$ cat config.mk
export PLATFORM = sky130hd
export DESIGN_NAME = exe_mdu
export DESIGN_NICKNAME = d
export VERILOG_FILES = /design/src/rtl/exe_mdu.sv
export SDC_FILE = /design/constraint.sdc
export NUM_CORES = 1
export LEC_CHECK = 0
export CELL_PAD_IN_SITES_DETAIL_PLACEMENT = 1
export CELL_PAD_IN_SITES_GLOBAL_PLACEMENT = 2
export CORE_MARGIN = 5
export CORE_UTILIZATION = 38
export CTS_CLUSTER_DIAMETER = 60
export DETAILED_ROUTE_END_ITERATION = 8
export DONT_BUFFER_PORTS = 1
export GPL_ROUTABILITY_DRIVEN = 0
export PLACE_DENSITY = 0.86
export SYNTH_ARGS = -nofsm -noshare
export SYNTH_HDL_FRONTEND = slang
export SYNTH_SLANG_ARGS = --single-unit
export TNS_END_PERCENT = 100
$ cat constraint.sdc
create_clock -name clk -period 3.7 [get_ports clk]
set_input_delay 1.11 -clock clk [delete_from_list [all_inputs] [get_ports clk]]
set_output_delay 1.11 -clock clk [all_outputs]
set_load 0.1 [all_outputs]
$ cat src/rtl/exe_mdu.sv
// exe_mdu: iterative 32x32 multiply / divide unit beside the EXE-stage ALU.
// Runs a 32-step shift-add multiply or restoring divide, stalls the pipeline
// while running, then writes HI/LO and pulses done for one cycle. Also takes
// direct HI/LO writes (MTHI/MTLO) while idle.
//
// Ports:
//   clk     in   1  system clock, rising edge
//   rst     in   1  synchronous active-high reset
//   start   in   1  begin an operation (sampled in IDLE only)
//   op      in   2  00 MULT, 01 MULTU, 10 DIV, 11 DIVU
//   a       in  32  multiplicand / dividend
//   b       in  32  multiplier / divisor
//   cancel  in   1  abort an operation in CALC or FIX
//   hi_we   in   1  write wdata to HI when not busy
//   lo_we   in   1  write wdata to LO when not busy
//   wdata   in  32  HI/LO write data
//   busy    out  1  operation in progress (CALC or FIX)
//   stall   out  1  combinational pipeline hold
//   done    out  1  one-cycle completion pulse
//   hi      out 32  HI register
//   lo      out 32  LO register
//
// state | meaning
// ------+---------------------------------------------------------------
// IDLE  | waiting for start; HI/LO writable
// CALC  | one multiply/divide step per cycle, counter 0..31
// FIX   | sign correction and special cases, HI/LO written
// DONE  | done pulse; pipeline released
module exe_mdu (
  input  logic        clk,
  input  logic        rst,
  input  logic        start,
  input  logic [1:0]  op,
  input  logic [31:0] a,
  input  logic [31:0] b,
  input  logic        cancel,
  input  logic        hi_we,
  input  logic        lo_we,
  input  logic [31:0] wdata,
  output logic        busy,
  output logic        stall,
  output logic        done,
  output logic [31:0] hi,
  output logic [31:0] lo
);

  typedef enum logic [1:0] {S_IDLE, S_CALC, S_FIX, S_DONE} state_t;

  state_t      state, state_nxt;
  logic [4:0]  cnt;
  // acc: multiply -> {partial product high, remaining multiplier bits}
  //      divide   -> {partial remainder, dividend/quotient bits}
  logic [63:0] acc;
  logic [63:0] acc_step;
  logic [31:0] mag_b;
  logic [31:0] a_q;
  logic        is_div_q;
  logic        neg_q;
  logic        rem_neg_q;

  logic        op_signed;
  logic        sign_a, sign_b;
  logic [31:0] mag_a_in, mag_b_in;

  logic [32:0] mul_upper;
  logic [32:0] rem_sh;
  logic        rem_ge;
  logic [31:0] rem_sub;

  logic [63:0] prod_neg;
  logic [31:0] quo_fix, rem_fix;
  logic [31:0] res_hi, res_lo;

  // Signed ops are the ones with op[0]=0 (MULT, DIV).
  assign op_signed = ~op[0];
  assign sign_a    = op_signed & a[31];
  assign sign_b    = op_signed & b[31];
  assign mag_a_in  = sign_a ? (~a + 32'd1) : a;
  assign mag_b_in  = sign_b ? (~b + 32'd1) : b;

  always_comb begin
    state_nxt = state;
    busy      = 1'b0;
    done      = 1'b0;
    case (state)
      S_IDLE: begin
        if (start) state_nxt = S_CALC;
      end
      S_CALC: begin
        busy = 1'b1;
        if (cancel)             state_nxt = S_IDLE;
        else if (cnt == 5'd31)  state_nxt = S_FIX;
      end
      S_FIX: begin
        busy = 1'b1;
        if (cancel) state_nxt = S_IDLE;
        else        state_nxt = S_DONE;
      end
      S_DONE: begin
        done      = 1'b1;
        state_nxt = S_IDLE;
      end
      default: state_nxt = S_IDLE;
    endcase
  end

  // Gated by rst so a start held during reset does not hold the pipeline.
  assign stall = ~rst & (busy | (start & (state == S_IDLE)));

  // One iteration of the datapath.
  always_comb begin
    mul_upper = {1'b0, acc[63:32]} + (acc[0] ? {1'b0, mag_b} : 33'd0);
    rem_sh    = {acc[63:32], acc[31]};
    rem_ge    = rem_sh >= {1'b0, mag_b};
    // True difference is below 2^32 whenever rem_ge holds.
    rem_sub   = rem_sh[31:0] - mag_b;
    acc_step  = acc;
    if (is_div_q) begin
      if (rem_ge) acc_step = {rem_sub,       acc[30:0], 1'b1};
      else        acc_step = {rem_sh[31:0],  acc[30:0], 1'b0};
    end else begin
      acc_step = {mul_upper, acc[31:1]};
    end
  end

  // Final result selection.
  always_comb begin
    prod_neg = ~acc + 64'd1;
    quo_fix  = neg_q     ? (~acc[31:0]  + 32'd1) : acc[31:0];
    rem_fix  = rem_neg_q ? (~acc[63:32] + 32'd1) : acc[63:32];
    if (!is_div_q) begin
      res_hi = neg_q ? prod_neg[63:32] : acc[63:32];
      res_lo = neg_q ? prod_neg[31:0]  : acc[31:0];
    end else if (mag_b == 32'd0) begin
      res_hi = a_q;
      res_lo = 32'hFFFF_FFFF;
    end else begin
      res_hi = rem_fix;
      res_lo = quo_fix;
    end
  end

  always_ff @(posedge clk) begin
    if (rst) begin
      state     <= S_IDLE;
      cnt       <= 5'd0;
      acc       <= 64'd0;
      mag_b     <= 32'd0;
      a_q       <= 32'd0;
      is_div_q  <= 1'b0;
      neg_q     <= 1'b0;
      rem_neg_q <= 1'b0;
      hi        <= 32'd0;
      lo        <= 32'd0;
    end else begin
      state <= state_nxt;
      case (state)
        S_IDLE: begin
          if (start) begin
            cnt       <= 5'd0;
            acc       <= {32'd0, mag_a_in};
            mag_b     <= mag_b_in;
            a_q       <= a;
            is_div_q  <= op[1];
            neg_q     <= sign_a ^ sign_b;
            rem_neg_q <= sign_a;
          end
        end
        S_CALC: begin
          if (!cancel) begin
            acc <= acc_step;
            cnt <= cnt + 5'd1;
          end
        end
        default: ;
      endcase

      if (!busy) begin
        if (hi_we) hi <= wdata;
        if (lo_we) lo <= wdata;
      end

      if ((state == S_FIX) && !cancel) begin
        hi <= res_hi;
        lo <= res_lo;
      end
    end
  end

endmodule

==> key figures <==
Critical path
  • FF-to-FF setup slack: about 230 ps
  • CP Launch Type: flip-flop
  • Worst EP required: between 4000 and 5000 ps
  • CP peak stage delay: 510 ps
  • Worst setup EP type: flip-flop
  • Worst path depth: 13
  • Worst Path Arrival: 3930 ps
  • WP buf/inv: 2
  • CP delay by family, top: compound AO/OA/AOI/OAI gates
  • Slowest cell on the critical path: dfxtp_1
  • Critical path class: reg2reg
  • Cell-by-cell trace of the critical path: clkinvlp_4 > buf_4 > nor2_1 > ha_1 > nor2_1 > o21ai_0 > o211ai_1 > o21ai_1 > o21a_1 > a21boi_1 > o21ai_0 > xor2_1 > a221o_1
  • R2r endpoint: acc[52]
  • Critical path fanouts, max: 8
  • Worst reg2reg path startpoint: acc[0]
  • Worst Reg-to-Reg Cells: 13

STA
  • Setup violations, final: 0
  • Final hold vios: 0
  • Final Max Slew Viols: 0
  • Worst clock skew: roughly 18 ps
  • Slew margin rel.: 0.270
  • RSZ-0062 raised after global routing: no
  • Fmax: 288 MHz
  • Worst-Margin Slew: between 1000 and 1500 ps
  • Period utilization: 0.937
  • Final setup TNS: 0 ps
  • Minimum clock period after layout: roughly 3500 ps

Synthesis
  • Most frequent cells after synthesis: nand2_1, a21oi_1, dfxtp_1
  • Largest area contributor in the netlist: dfxtp_1
  • Average size of a mapped cell: between 7 and 8 um2
  • Yosys reg bits: ~200
  • Top_reg_cell synth: dfxtp_1
  • Count leader, synth: nand2_1
  • Distinct cells, synth: 76
  • Yosys top cell area share: 0.252
  • Mapped Nets: around 2.3k
  • Register area share after synthesis: 0.252
  • Syn Inst Count: 2130
  • Fraction of registers with async set/reset: 0
  • EDFF count, synth: 0
  • Largest cells by area after synthesis: dfxtp_1, a21oi_1, xor2_1, mux2i_1, ha_1
  • Area of the mapped netlist: around 16000 um2
  • Synth warnings: 0

Worst hold path
  • Worst min-delay path class: reg2reg
  • Hold Path Depth: 2
  • Worst hold path startpoint: a_q[7]
  • Hold endpoint: a_q[7]

Route
  • DR vias: about 16k
  • Drt initial violations: 1291
  • DR WL/cell: 24.5 um
  • Drt pass-1 iters: 5
  • DRC errors left: 0
  • Post-DRT Antenna Nets: 0
  • Via density: 6.13
  • Routed Wire Length: 65700 um

Power and ir drop
  • Clock share of power: 0.360
  • Pint: between 4 and 5 mW
  • Reg power frac: 0.378
  • Combinational Power Share: 0.262
  • Peak VDD IR: ~0.38 mV
  • Switching Share: 0.395
  • Switching power: approximately 3.2 mW
  • Pleak: between 7 and 8 nW
  • Pwr dens: ~450 nW/um2

Die
  • DIE AREA: 46500 um2
  • Initial core utilization: 0.384
  • Core Rows: 75
  • CORE AREA: between 40000 and 50000 um2
  • I/O pins: approximately 170
  • Chip width: about 220 um
  • Die H: 216 um

Clock network
  • CTS Buf Count: 31
  • Root Driver: clkbuf_16
  • Clock transition at path regs: around 60 ps
  • Clock tree buffer depth: 3
  • H-Tree Level Count: 1
  • CTS tree: done
  • CTS Sinks: just over 200
  • Clock Latency Late Sink: approximately 580 ps
  • Post-CTS Hold Fix Bufs: 0

Global routing
  • First-pass GRT wire length: 100000 um
  • Number of antenna violations at the first check in global routing: 4
  • Largest net degree at the start of global routing: approximately 180
  • Grt total ovfl: 0
  • Number of global-route vias before repair: 16.4k
  • Total track usage: 0.269

Final layout
  • Layout cell share with drive strength beyond 1: 0.105
  • Final net count: 2301
  • Area occupied by multi-input gates: 11200 um2
  • Final instance area: approximately 18000 um2
  • Layout area overhead: 12.9%
  • Fill count: ~5.2k
  • Register Area: approximately 4000 um2

Place
  • I/O Buffers: 0
  • DP Area: about 17000 um2
  • DPL Wire Length: roughly 50000 um

Run status
  • Status: completed

Job
  • MaxCap Viol Count: 0
==> cells by family after synthesis <==
| logic type | share of synthesized area |
|---|---|
| compound gates | 0.265 |
| xor+xnor | 0.108 |
| fa+ha+maj | 0.0609 |
| buf+inv | 0.0553 |
| flops | 0.252 |
| mux | 0.0680 |
| simple gates | 0.191 |
==> worst max-delay path by stage <==
| stage | start | end | slack (ps) |
|---|---|---|---|
| 2_1_floorplan | b[4] | mag_b[21] | 190 |
| 5_1_grt | acc[0] | acc[57] | 40 |
| 6_report | acc[0] | acc[52] | 230 |
| 4_1_cts | acc[0] | acc[56] | 30 |
| 3_3_place_gp | b[4] | mag_b[21] | 60 |
| 3_5_place_dp | b[4] | mag_b[21] | 20 |
==> power by group through the flow <==
stage	Combinational (mW)	Sequential, mW	Clock [mW]
6_report	2.13	3.06	2.92
5_1_grt	2.30	3.08	3.04
4_1_cts	2.07	3.06	2.96
3_5_place_dp	2.06	3.10	0
3_3_place_gp	2.00	3.09	0
2_1_floorplan	1.46	2.98	0
==> per-stage QoR <==
stage                     worst slack [ps]  utilization  instances  total power, mW  hold WS (ps)
after floorplan                        193            -       2130             4.44           433
after global placement                61.3        0.408       2623             5.09           439
after detailed placement              24.6        0.408       2623             5.16           455
after CTS                             34.7        0.432       2677             8.09           463
after global routing                  40.1        0.433       2681             8.43           486
final                                  232        0.433       2681             8.11           463
==> cell type report <==
cell class / instances / share of cell area
Timing Repair Buffer: 124 / 0.0541
Clock buffer: 37 / 0.0452
Inverter: 60 / 0.0126
Tap cell: 539 / 0.0372
Sequential cell: 202 / 0.223
Multi-Input combinational cell: 1701 / 0.617
Clock inverter: 17 / 0.0104
Antenna cell: 1 / 0.000138
==> routing by layer <==
metal | vias to the layer above | part of all wire | global-route usage | routed length (um)
li1 | 7681 | - | - | -
met1 | 8124 | 0.45 | 0.376 | 29700
met2 | 519 | 0.43 | 0.411 | 28500
met3 | 118 | 0.083 | 0.0733 | 5440
met4 | 4 | 0.030 | 0.0717 | 1960
met5 | - | 0.00035 | 0 | 23
==> cells in the final DEF (no fill, tap or decap), types with 34 or more instances in the layout <==
master,instances
xor2_1,121
a221oi_1,34
a21oi_1,211
o211ai_1,35
xnor2_1,77
mux2i_1,100
dfxtp_1,200
o21ai_0,143
nand3_1,36
inv_1,58
nor2_1,181
ha_1,74
a211oi_1,45
buf_4,120
nand2_1,237
nor3_1,34
==> flip-flops by register name (all words and copies together), names as in the netlist, 2 cells and up <==
register	cells
acc	64
a_q	32
hi	32
lo	32
mag_b	32
cnt	5
state	2
==> worst min-delay path, cell delays in order (launching register included) <==
cell	delay [ps]
dfxtp_1	310
nand2_1	50
a21oi_1	50
==> what timing repair did <==
item / CTS / global route
endpoints found under the setup margin: 0 / 11
hold endpoints to repair: 0 / 0
buffers inserted: 0 / 3
resized for setup: 0 / 7
No activity file was read; power rests on OpenSTA's default activity.
